[config.mk]
export PLATFORM = sky130hd
export DESIGN_NAME = num_board_builder
export DESIGN_NICKNAME = d
export VERILOG_FILES = /design/src/rtl/num_board_builder.sv
export SDC_FILE = /design/constraint.sdc
export NUM_CORES = 1
export LEC_CHECK = 0
export BUFFER_PORTS_ARGS = -buffer_cell sky130_fd_sc_hd__buf_2
export CORE_MARGIN = 3
export CORE_UTILIZATION = 55
export DETAILED_ROUTE_END_ITERATION = 10
export PLACE_DENSITY = 0.84
export SLEW_MARGIN = 20
export SYNTH_ARGS = -nofsm -noshare
export SYNTH_HDL_FRONTEND = slang
export SYNTH_SLANG_ARGS = --single-unit
[constraint.sdc]
create_clock -name clk -period 3.9 [get_ports clk]
set_input_delay 0.39 -clock clk [delete_from_list [all_inputs] [get_ports clk]]
set_output_delay 0.39 -clock clk [all_outputs]
set_load 0.01 [all_outputs]
[src/rtl/num_board_builder.sv]
// Neighbour-count builder: walks every cell of the active board, reads its eight
// neighbours from the mine map and writes the mine count into the number board.
module num_board_builder #(
    parameter int SIZE_EASY   = 8,
    parameter int SIZE_MEDIUM = 10,
    parameter int SIZE_HARD   = 16,
    parameter int XY_W        = 5
) (
    input  logic            clk,
    input  logic            rst,
    input  logic            start,
    input  logic [1:0]      level,
    output logic            busy,
    output logic            done,
    output logic            mine_rd_en,
    output logic [XY_W-1:0] mine_rd_x,
    output logic [XY_W-1:0] mine_rd_y,
    input  logic            mine_rd_data,
    output logic            num_wr_en,
    output logic [XY_W-1:0] num_wr_x,
    output logic [XY_W-1:0] num_wr_y,
    output logic [3:0]      num_wr_data,
    output logic [2:0]      state_dbg
);

    // Handshake: start is a one-cycle request taken only in IDLE; busy covers the
    // whole scan; done pulses once, the cycle after the final count write.
    typedef enum logic [2:0] {
        S_IDLE  = 3'd0,
        S_READ  = 3'd1,
        S_DRAIN = 3'd2,
        S_WRITE = 3'd3,
        S_DONE  = 3'd4
    } state_t;

    localparam logic [XY_W-1:0] LAST_EASY   = XY_W'(SIZE_EASY - 1);
    localparam logic [XY_W-1:0] LAST_MEDIUM = XY_W'(SIZE_MEDIUM - 1);
    localparam logic [XY_W-1:0] LAST_HARD   = XY_W'(SIZE_HARD - 1);

    localparam logic signed [XY_W:0] OFS_M1 = '1;
    localparam logic signed [XY_W:0] OFS_Z0 = '0;
    localparam logic signed [XY_W:0] OFS_P1 = {{XY_W{1'b0}}, 1'b1};

    state_t            state, state_next;
    logic [2:0]        slot;
    logic [XY_W-1:0]   cx, cy;
    logic [XY_W-1:0]   n_last;
    logic [3:0]        acc;
    logic              rd_pend;

    logic signed [XY_W:0] dx, dy, nx, ny;
    logic                 in_board;
    logic                 last_x, last_y;

    always_comb begin
        dx = OFS_Z0;
        dy = OFS_Z0;
        case (slot)
            3'd0: begin dx = OFS_M1; dy = OFS_M1; end
            3'd1: begin dx = OFS_Z0; dy = OFS_M1; end
            3'd2: begin dx = OFS_P1; dy = OFS_M1; end
            3'd3: begin dx = OFS_M1; dy = OFS_Z0; end
            3'd4: begin dx = OFS_P1; dy = OFS_Z0; end
            3'd5: begin dx = OFS_M1; dy = OFS_P1; end
            3'd6: begin dx = OFS_Z0; dy = OFS_P1; end
            default: begin dx = OFS_P1; dy = OFS_P1; end
        endcase
    end

    // One extra sign bit keeps -1 distinct from the top of the coordinate range.
    assign nx = $signed({1'b0, cx}) + dx;
    assign ny = $signed({1'b0, cy}) + dy;
    assign in_board = !nx[XY_W] && (nx[XY_W-1:0] <= n_last) &&
                      !ny[XY_W] && (ny[XY_W-1:0] <= n_last);
    assign last_x = (cx == n_last);
    assign last_y = (cy == n_last);
    assign state_dbg = state;

    always_ff @(posedge clk) begin
        if (rst) state <= S_IDLE;
        else     state <= state_next;
    end

    always_comb begin
        state_next  = state;
        busy        = 1'b0;
        done        = 1'b0;
        mine_rd_en  = 1'b0;
        mine_rd_x   = '0;
        mine_rd_y   = '0;
        num_wr_en   = 1'b0;
        num_wr_x    = '0;
        num_wr_y    = '0;
        num_wr_data = '0;
        case (state)
            S_IDLE: begin
                if (start) state_next = (level == 2'd0) ? S_DONE : S_READ;
            end
            S_READ: begin
                busy       = 1'b1;
                mine_rd_en = in_board;
                mine_rd_x  = nx[XY_W-1:0];
                mine_rd_y  = ny[XY_W-1:0];
                if (slot == 3'd7) state_next = S_DRAIN;
            end
            S_DRAIN: begin
                busy       = 1'b1;
                state_next = S_WRITE;
            end
            S_WRITE: begin
                busy        = 1'b1;
                num_wr_en   = 1'b1;
                num_wr_x    = cx;
                num_wr_y    = cy;
                num_wr_data = acc;
                state_next  = (last_x && last_y) ? S_DONE : S_READ;
            end
            S_DONE: begin
                done       = 1'b1;
                state_next = S_IDLE;
            end
            default: state_next = S_IDLE;
        endcase
    end

    // Read data arrives one cycle after its strobe, so the strobe is delayed to qualify it.
    always_ff @(posedge clk) begin
        if (rst) begin
            slot    <= '0;
            cx      <= '0;
            cy      <= '0;
            n_last  <= '0;
            acc     <= '0;
            rd_pend <= 1'b0;
        end else begin
            rd_pend <= mine_rd_en;
            case (state)
                S_IDLE: begin
                    if (start) begin
                        slot <= '0;
                        cx   <= '0;
                        cy   <= '0;
                        acc  <= '0;
                        case (level)
                            2'd1:    n_last <= LAST_EASY;
                            2'd2:    n_last <= LAST_MEDIUM;
                            default: n_last <= LAST_HARD;
                        endcase
                    end
                end
                S_READ: begin
                    slot <= slot + 3'd1;
                    acc  <= acc + {3'b000, rd_pend & mine_rd_data};
                end
                S_DRAIN: begin
                    acc <= acc + {3'b000, rd_pend & mine_rd_data};
                end
                S_WRITE: begin
                    acc <= '0;
                    if (last_x) begin
                        cx <= '0;
                        cy <= cy + XY_W'(1);
                    end else begin
                        cx <= cx + XY_W'(1);
                    end
                end
                default: ;
            endcase
        end
    end

endmodule

==> results of run 1 <==
==> kinds of logic (layout without fill, tap and decap cells) <==
group | after synthesis | after routing | synth area share (%)
flip-flops | 24 | 24 | 22.7
buffers and inverters | 32 | 68 | 5.86
multiplexers | 2 | 2 | 0.946
AND/OR/NAND/NOR | 111 | 111 | 27.7
AO/OA/AOI/OAI | 58 | 58 | 19.4
XOR/XNOR | 12 | 12 | 4.97
adder cells (fa/ha/maj) | 30 | 30 | 18.5
==> final cells by class <==
class                   count  area (sq um)  share of cell area (%)
clock buffers               3          41.3                    1.58
clock inverters             1          30.0                    1.15
inverters                  21          85.1                    3.26
multi-input cells         213          1670                    64.1
flip-flops and latches     24           489                    18.8
well taps                  46          57.6                    2.21
repair buffers             43           233                    8.93
==> Yosys cell counts, drive strengths merged (2+ instances only) <==
cell / count / area share (%)
nand4: 3 / 1.2
ha: 28 / 17
inv: 21 / 3.7
nand3: 5 / 1.2
xor2: 7 / 2.9
a2111oi: 2 / 1.1
and2: 18 / 5.3
o21ai: 8 / 1.9
or3b: 2 / 0.83
clkbuf: 10 / 1.8
xnor2: 5 / 2.1
nor4: 2 / 0.59
nand3b: 2 / 0.71
nor2b: 2 / 0.59
nor2: 37 / 6.6
dfxtp: 24 / 23
and3: 4 / 1.2
fa: 2 / 1.9
a21oi: 14 / 3.3
nand2: 10 / 1.8
nand2b: 5 / 1.5
and4: 3 / 1.3
or2: 2 / 0.59
a21o: 4 / 1.4
mux2i: 2 / 0.95
a211oi: 11 / 4.4
a31oi: 5 / 1.5
or3: 6 / 1.8
nor3: 9 / 2.1
==> stage by stage <==
| stage | cell area, sq um | util [%] | setup WS [ns] | setup TNS (ns) | instances |
|---|---|---|---|---|---|
| 3_3_place_gp | 2320 | 65.8 | 0.313 | 0 | 341 |
| 3_5_place_dp | 2320 | 65.8 | 0.152 | 0 | 341 |
| 6_report | 2610 | 74.1 | 0.111 | 0 | 351 |
| 5_1_grt | 2610 | 74.1 | -0.0504 | -0.0504 | 351 |
| 4_1_cts | 2420 | 68.7 | 0.0104 | 0 | 346 |
| 2_1_floorplan | 2120 | - | 0.241 | 0 | 269 |
==> layer usage <==
layer	track usage (%)	up-vias	wire, um
li1	-	1029	-
met1	27.0	952	2240
met2	40.6	54	2580
met3	4.76	9	229
met4	4.47	0	40
met5	0	-	0
==> placed cells by master (no fill, tap or decap), drive strengths merged, types with 6 or more instances in the layout <==
cell type	instances
inv	20
or3	6
o21ai	8
xor2	7
a21oi	14
buf	43
nor2	37
ha	28
nor3	9
dfxtp	24
a211oi	11
nand2	10
and2	18
==> worst min-delay path by stage <==
stage                        startpoint                     end  slack, ns
finish                         level[1]  n_last[2]$_SDFFE_PP0P_       0.36
global route                   level[1]  n_last[2]$_SDFFE_PP0P_       0.34
CTS                            level[1]  n_last[2]$_SDFFE_PP0P_       0.35
detailed placement  acc[3]$_SDFFE_PP0P_     acc[3]$_SDFFE_PP0P_       0.49
global placement    acc[0]$_SDFFE_PP0P_     acc[0]$_SDFFE_PP0P_       0.48
floorplan           acc[0]$_SDFFE_PP0P_     acc[0]$_SDFFE_PP0P_       0.47
==> repair_timing <==
action / CTS / global route
setup endpoints to repair: 1 / 1
setup buffers: 1 / 5
gates resized for setup: 7 / 32
pin swaps: 0 / 12
==> registers in the layout, indices dropped and copies added (netlist names) <==
name       count
cx             5
cy             5
acc            4
n_last         3
slot           3
state_dbg      3
rd_pend        1
==> power breakdown <==
part	total (mW)	switching [mW]	internal [mW]
sequential	0.263	0.0136	0.250
clock	0.218	0.0809	0.137
combinational	0.190	0.104	0.0858
total	0.672	0.199	0.473
==> impl_metrics.csv, run 1 <==
group,metric,value,unit
status,status,"finished clean",
synth,ys.flop_type,"dfxtp_1",
place,portBuffers,36,
synth,synth_area,2120,sq um
floorplanning,ios,37,
setup_path,cp-endpoint,"mine_rd_en",
sta,fmax,264,MHz
sta,holdWs,0.359,ns
setup_path,r2r-start,"slot[1]$_SDFFE_PP0P_",
clocking,clock_latency,0.27,ns
pwr,ir_worst_vdd,0.276,mV
sta,hold_viol,0,
setup_path,reg2reg_to,"rd_pend$_SDFF_PP0_",
global_routing,grt_pass1_vias,1821,
setup_path,cpMaxStageDelayCell,"dfxtp_4",
clocking,cts_num_sinks,24,
place,place_congestion,0.821,
layout,drive_above_1_share,29.2,%
pwr,p_per_area,258,nW/um^2
detailed_routing,dr_total_vias,2044,
synth,ys_seq_area_share,22.7,%
synth,syn_avg_cell_area,7.87,sq um
clocking,cts_buffer_depth,2,
setup_path,crit_path_start_kind,"flop",
sta,finClkSkew,0.00321,ns
setup_path,crit_buf_inv,4,
synth,synth_edf_count,0,
setup_path,cpPeakStageDelay,0.40,ns
clocking,clk_pin_slew,0.09,ns
pwr,p_leak,1.24,nW
worst_hold_path,holdPathStages,2,
run,cap_viol_max_count,0,
global_routing,grt-ovfl-total,0,
global_routing,grtUsageTotal,22.4,%
clocking,numCtsBuffers,3,
global_routing,grt_pass1_wl,8.05,mm
clocking,root_buffer,"clkbuf_8",
synth,synth_nets,305,
synth,yosysUniqueCellTypes,51,
setup_path,ff2ff_path_depth,15,
sta,slew_viol_final,0,
detailed_routing,drtAntennaViolNets,0,
floorplanning,design.core.area,3520,sq um
setup_path,worstPathCellList,"inv_4, ha_4, and2_1, a211oi_2, buf_4, clkinvlp_4, ha_4, a21o_1, a211oi_1, nor2_1, ha_2, o311a_1, a211oi_2, a41o_1, and4_1, buf_2",
detailed_routing,routed_wl,5.10,mm
clocking,h-tree-depth,1,
floorplanning,die_height,68.0,um
sta,setup_violations,0,
layout,num-fill-cells,253,
setup_path,crit_fanout,4,
setup_path,crit_family,"compound AO/OA/AOI/OAI gates",
worst_hold_path,holdCritPathClass,"in -> reg",
setup_path,r2r_slack,0.82,ns
synth,yosys_warnings,0,
floorplanning,row_count,21,
detailed_routing,drc_errors,0,
detailed_routing,drt-initial-drc-count,164,
synth,synth-async-reset-ratio,0,%
setup_path,cp.required,3.51,ns
setup_path,timing_worst_setup_path_type,"reg -> out",
synth,syn_inst,269,
setup_path,worstSetupEndpointType,"primary output",
layout,layout.nets,342,
global_routing,grt_max_degree,24,
clocking,tritoncts,"built",
sta,tightest_slew,0.836,ns
clocking,ctsHoldBuffers,0,
detailed_routing,post_drt_wl_per_cell,14.5,um
detailed_routing,via_per_inst,5.82,
setup_path,cp-startpoint,"slot[1]$_SDFFE_PP0P_",
sta,finalCriticalPeriod,3.79,ns
sta,min_period_over_period,97.2,%
detailed_routing,dr.pass1.iters,5,
synth,synth_seq_cells,24,
floorplanning,die_w,68.0,um
place,hpwl,3.70,mm
pwr,finalPower,0.672,mW
setup_path,crit_cells,16,
setup_path,worstPathArrival,3.40,ns
layout,area_delta_synth_final,23.2,%
global_routing,antenna_found_initial,0,
floorplanning,start_util,60.1,%
sta,max-slew-margin-rel,44.2,%
layout,antennaDiodeCount,0,
floorplanning,die_area,4630,sq um
Power figures use the tool's default switching activity.
==> run 2: changes to the inputs <==
Settings changed: ABC_AREA set to 1, PLACE_DENSITY 0.84 to 0.83.
==> run 2 against run 1 <==
  * Final cell count rose by 21%
  * Cell area fell by 1.9%
  * Count of clock-buffer cells in the layout did not move
  * Register-to-register slack got worse by 0.02 ns
  * Synthesized cell count rose by 26%
  * Die area rose by 4.3%
  * Power rose by 99%
  * Wire length fell by 1.3%
  * Area after synthesis rose by 4.7%
  * Worst setup slack improved by 0.12 ns
  * Critical path type unchanged
  * Critical endpoint unchanged
  * Largest cell class unchanged
  * Largest power group is now combinational logic
  * Highest routed layer unchanged
==> impl_metrics.csv, run 2 <==
group,metric,value,unit
layout,seqCellArea,484,sq um
clocking,root_buffer,"clkbuf_8",
clocking,tritoncts,"built",
clocking,clock_latency,0.27,ns
synth,synth-async-reset-ratio,0,%
synth,yosysUniqueCellTypes,36,
synth,synth_nets,376,
sta,rsz0062_at_grt,"no",
setup_path,worstSetupEndpointType,"primary output",
place,portBuffers,36,
layout,area_delta_synth_final,15.4,%
detailed_routing,routed_wl,5.03,mm
synth,synth_seq_cells,24,
synth,synth_area,2220,sq um
pwr,switching_power,0.633,mW
global_routing,antenna_found_initial,0,
global_routing,grt_pass1_wl,8.62,mm
setup_path,path_common_cell,"inv_1",
status,status,"finished clean",
global_routing,grt-ovfl-total,0,
synth,yosys.area.top_type,"dfxtp_1",
layout,num-fill-cells,332,
sta,tightest_slew,0.434,ns
pwr,ir_worst_vdd,0.346,mV
clocking,h-tree-depth,1,
setup_path,crit_buf_inv,6,
floorplanning,die_height,69.5,um
floorplanning,die_w,69.5,um
worst_hold_path,holdCritPathClass,"in -> reg",
synth,yosys_warnings,0,
setup_path,timing_worst_setup_path_type,"reg -> out",
synth,synth_edf_count,0,
synth,synth_top_area_share,21.7,%
detailed_routing,drtAntennaViolNets,0,
synth,synth_common_cells,"75 x nand2_1, 56 x inv_1, 42 x nor2_1",
run,cap_viol_max_count,0,
clocking,cts_buffer_depth,2,
setup_path,crit_path_start_kind,"flop",
pwr,p_per_area,523,nW/um^2
pwr,pwr-share-clk,16.6,%
layout,antennaDiodeCount,0,
synth,synth.most_common_cell,"nand2_1",
floorplanning,start_util,58.8,%
sta,hold_viol,0,
floorplanning,row_count,22,
global_routing,grt_max_degree,22,
sta,min_period_over_period,94.0,%
layout,top_regs,"cx x5, cy x5, acc x4",
pwr,seqPwrFrac,22.7,%
detailed_routing,dr_total_vias,2202,
floorplanning,ios,37,
layout,layout.nets,414,
setup_path,cpPeakStageDelay,0.38,ns
pwr,p_leak,1.38,nW
synth,ys.flop_type,"dfxtp_1",
pwr,power_frac_comb,60.7,%
layout,fin_util,67.8,%
clocking,cts_num_sinks,24,
place,hpwl,3.96,mm
synth,ys_seq_area_share,21.7,%
setup_path,worstPathCellList,"inv_1, ha_1, inv_1, nor2_1, nor2_1, nand2_2, ha_4, a21o_1, a31o_2, xor2_1, inv_1, ha_1, nand2_1, inv_1, nand2_1, nand2_1, nand2_1, nand3_1, nor2_1, nand4_1, inv_1, buf_2",
global_routing,grt_pass1_vias,2017,
floorplanning,design.core.area,3770,sq um
setup_path,crit_fanout,6,
layout,final_common_cell,"nand2_1",
sta,tns,0,ns
detailed_routing,drt-initial-drc-count,109,
setup_path,cp.required,3.51,ns
place,place_congestion,0.878,
detailed_routing,via_per_inst,5.18,
sta,finalCriticalPeriod,3.66,ns
sta,finClkSkew,0.00731,ns
detailed_routing,drc_errors,0,
pwr,p_int,0.704,mW
clocking,ctsHoldBuffers,0,
layout,drive_above_1_share,21.0,%
global_routing,grtUsageTotal,20.9,%
layout,final_cell_mix,"74 x nand2_1, 54 x inv_1, 41 x nor2_1",
setup_path,worstPathArrival,3.27,ns
floorplanning,die_area,4830,sq um
sta,max-slew-margin-rel,71.0,%
detailed_routing,post_drt_wl_per_cell,11.8,um
setup_path,cpMaxStageDelayCell,"dfxtp_2",
sta,setup_violations,0,
layout,multi_input_comb_area,1500,sq um
setup_path,crit_family,"simple AND/OR/NAND/NOR gates",
pwr,swShare,47.3,%
clocking,clk_pin_slew,0.09,ns
detailed_routing,dr.pass1.iters,4,
synth,syn_avg_cell_area,6.52,sq um
synth,synth_area_leaders,"dfxtp_1 22%, ha_1 16%, nand2_1 13%",
synth,syn_inst,340,
sta,fmax,273,MHz
clocking,numCtsBuffers,3,
sta,slew_viol_final,0,
[run 2: layout make-up]
class                           count  share of cell area [%]
Multi-Input combinational cell    244                    58.5
Sequential cell                    24                    18.9
Inverter                           68                    10.1
Timing Repair Buffer               37                    7.34
Tap cell                           48                    2.35
Clock buffer                        3                    1.61
Clock inverter                      1                    1.17
[run 2: routing by layer]
layer	global-route usage, %	routed length, um	vias up
met3	2.17	289	8
met4	6.94	66	0
met1	28.1	2390	980
met2	34.7	2290	65
met5	0	0	-
li1	-	-	1149
[run 2: power groups by stage]
stage / Sequential (mW) / Combinational (mW) / Clock, mW
after floorplan: 0.304 / 0.588 / 0
after global placement: 0.306 / 0.750 / 0
after detailed placement: 0.307 / 0.772 / 0
after CTS: 0.302 / 0.782 / 0.225
after global routing: 0.308 / 0.928 / 0.236
final: 0.304 / 0.811 / 0.222
[run 2: timing repair]
item                                    in CTS  in global routing
pin swaps                                    0                  1
cloned                                       0                  0
gates resized for setup                      1                 11
buffers inserted                             0                  1
endpoints found under the setup margin       1                  1
[run 2: path summary, 6_finish.rpt]
| check | startpoint | end | slack [ns] | cells after the start |
|---|---|---|---|---|
| setup / recovery | slot[0]$_SDFFE_PP0P_ | mine_rd_en | 0.24 | 22 |
| hold reg to reg | slot[0]$_SDFFE_PP0P_ | slot[0]$_SDFFE_PP0P_ | 0.48 | 1 |
| hold / removal | level[0] | n_last[2]$_SDFFE_PP0P_ | 0.45 | 3 |
| setup reg to reg | slot[0]$_SDFFE_PP0P_ | rd_pend$_SDFF_PP0_ | 0.80 | 21 |
[run 2: tightest hold or removal path, cell delays in order]
cell      delay (ns)
buf_2           0.09
nor3_1          0.05
a211oi_1        0.15
[run 2: kinds of logic after synthesis]
group                    after synthesis  share of synthesized area (%)
AND/OR/NAND/NOR                      166                           34.8
buffers and inverters                 72                           12.4
AO/OA/AOI/OAI                         40                           10.3
adder cells (fa/ha/maj)               30                           17.6
flip-flops                            24                           21.7
XOR/XNOR                               8                           3.16
[run 2: per-stage QoR]
stage	power [mW]	cells	hold slack, ns	setup WS [ns]	cell area (sq um)
2_1_floorplan	0.892	340	0.450	0.699	2220
3_3_place_gp	1.06	420	0.460	0.450	2440
3_5_place_dp	1.08	420	0.474	0.297	2440
4_1_cts	1.31	424	0.446	0.0625	2520
5_1_grt	1.47	425	0.481	0.0161	2560
6_report	1.34	425	0.452	0.236	2560
==> run 3: changes to the inputs <==
Settings changed: CORE_MARGIN 3 to 10.
==> run 3 against run 2 <==
  * Sequential power is essentially flat
  * Count of clock-buffer cells in the layout is the same
  * Cell area grew 1.1%
  * Critical endpoint unchanged
  * Worst setup slack lost 0.070 ns
  * Final cell count grew 0.94%
  * Largest cell class unchanged
==> impl_metrics.csv, run 3 (synthesis gave the netlist of run 2 again) <==
group,metric,value,unit
place,hpwl,4.21,mm
layout,final_cell_mix,"74 x nand2_1, 53 x inv_1, 41 x nor2_1",
sta,min_period_over_period,95.8,%
setup_path,worstPathArrival,3.34,ns
sta,finClkSkew,0.00613,ns
floorplanning,ios,37,
detailed_routing,dr_total_vias,2237,
pwr,p_per_area,523,nW/um^2
layout,fin_util,65.6,%
global_routing,antenna_found_initial,0,
detailed_routing,drc_errors,0,
setup_path,cpMaxStageDelayCell,"fa_1",
clocking,root_buffer,"clkbuf_8",
run,cap_viol_max_count,0,
sta,finalCriticalPeriod,3.73,ns
detailed_routing,drtAntennaViolNets,0,
layout,top_regs,"cx x5, cy x5, acc x4",
worst_hold_path,holdCritPathClass,"in -> reg",
global_routing,grt_pass1_vias,2278,
sta,fmax,268,MHz
detailed_routing,post_drt_wl_per_cell,12.7,um
sta,tightest_slew,0.414,ns
clocking,tritoncts,"built",
pwr,finalPower,1.35,mW
setup_path,crit_family,"adder cells",
global_routing,grt-ovfl-total,0,
setup_path,crit_buf_inv,7,
place,portBuffers,36,
setup_path,worstPathCellList,"inv_1, ha_1, inv_1, a31oi_4, inv_2, o211ai_1, ha_2, inv_1, fa_1, nor2_2, nor2_1, ha_1, nand2_1, inv_1, nand2_1, nand2_1, nand2_1, nand3_1, nor2_1, nand4_1, inv_1, buf_2",
clocking,ctsHoldBuffers,0,
sta,hold_viol,0,
clocking,clock_latency,0.27,ns
detailed_routing,routed_wl,5.43,mm
global_routing,grt_pass1_wl,9.50,mm
setup_path,cp.required,3.51,ns
setup_path,timing_worst_setup_path_type,"reg -> out",
clocking,clk_pin_slew,0.09,ns
global_routing,grt_max_degree,22,
setup_path,crit_fanout,4,
layout,drive_above_1_share,22.2,%
detailed_routing,via_per_inst,5.21,
detailed_routing,dr.pass1.iters,4,
setup_path,worstSetupEndpointType,"primary output",
sta,holdWs,0.448,ns
layout,final_area,2590,sq um
floorplanning,die_height,83.5,um
global_routing,grtUsageTotal,15.3,%
detailed_routing,drt-initial-drc-count,63,
clocking,h-tree-depth,1,
floorplanning,design.core.area,3940,sq um
floorplanning,die_w,83.5,um
floorplanning,die_area,6970,sq um
setup_path,crit_path_start_kind,"flop",
layout,area_delta_synth_final,16.7,%
place,dp_worst_setup_slack,0.254,ns
clocking,cts_buffer_depth,2,
sta,slew_viol_final,0,
setup_path,cpPeakStageDelay,0.42,ns
sta,setup_violations,0,
place,placed_cell_area,2440,sq um
status,status,"finished clean",
layout,layout.nets,416,
sta,max-slew-margin-rel,72.4,%
floorplanning,row_count,23,
pwr,ir_worst_vdd,0.329,mV
place,place_congestion,0.934,
floorplanning,start_util,56.2,%
layout,antennaDiodeCount,0,
sta,fin_ws,0.166,ns
layout,final_common_cell,"nand2_1",
layout,num-fill-cells,371,
setup_path,path_common_cell,"inv_1",
clocking,cts_num_sinks,24,
clocking,numCtsBuffers,3,
pwr,p_leak,1.39,nW
[run 3: cell types whose count changed in the layout (fill, tap and decap cells not counted), sizes merged]
| cell | before | now |
|---|---|---|
| buf | 37 | 39 |
[run 3: worst min-delay path, stage by stage]
cell	delay, ns
buf_2	0.09
nor3_1	0.05
a211oi_1	0.14
[run 3: per-layer routing]
metal	routed length (um)	global-route usage, %	share of wire, %
met4	108	5.94	2.0
met3	287	2.73	5.3
met1	2430	18.3	45
met5	0	0	0
met2	2610	26.3	48
[run 3: final timing paths]
kind / start / end / slack, ns / cells past startpoint
hold / removal: level[1] / n_last[3]$_SDFFE_PP0P_ / 0.45 / 3
setup / recovery: slot[1]$_SDFFE_PP0P_ / mine_rd_en / 0.17 / 22
hold reg to reg: slot[0]$_SDFFE_PP0P_ / slot[0]$_SDFFE_PP0P_ / 0.47 / 1
setup reg to reg: slot[1]$_SDFFE_PP0P_ / rd_pend$_SDFF_PP0_ / 0.64 / 22
[run 3: cell type report]
cell class | count | area, sq um | share of cell area, %
flip-flops and latches | 24 | 484 | 18.7
multi-input cells | 244 | 1510 | 58.2
inverters | 68 | 259 | 10.0
well taps | 50 | 62.6 | 2.42
clock buffers | 3 | 41.3 | 1.60
repair buffers | 39 | 203 | 7.84
clock inverters | 1 | 30.0 | 1.16
[run 3: repair_timing]
action	CTS	global route
setup endpoints to repair	1	1
gates resized for setup	1	14
pin swaps	0	3
buffers inserted	0	3
endpoints found under the hold margin	0	0
[run 3: where the power goes]
part / leakage [nW] / internal, mW / switching, mW
sequential: 0.196 / 0.270 / 0.0335
clock: 0.0357 / 0.137 / 0.0829
combinational: 1.16 / 0.304 / 0.525
[run 3: per-stage QoR]
step           setup TNS [ns]  instances
5_1_grt               -0.0196        429
4_1_cts                     0        426
6_report                    0        429
3_5_place_dp                0        422
3_3_place_gp                0        422
2_1_floorplan               0        340
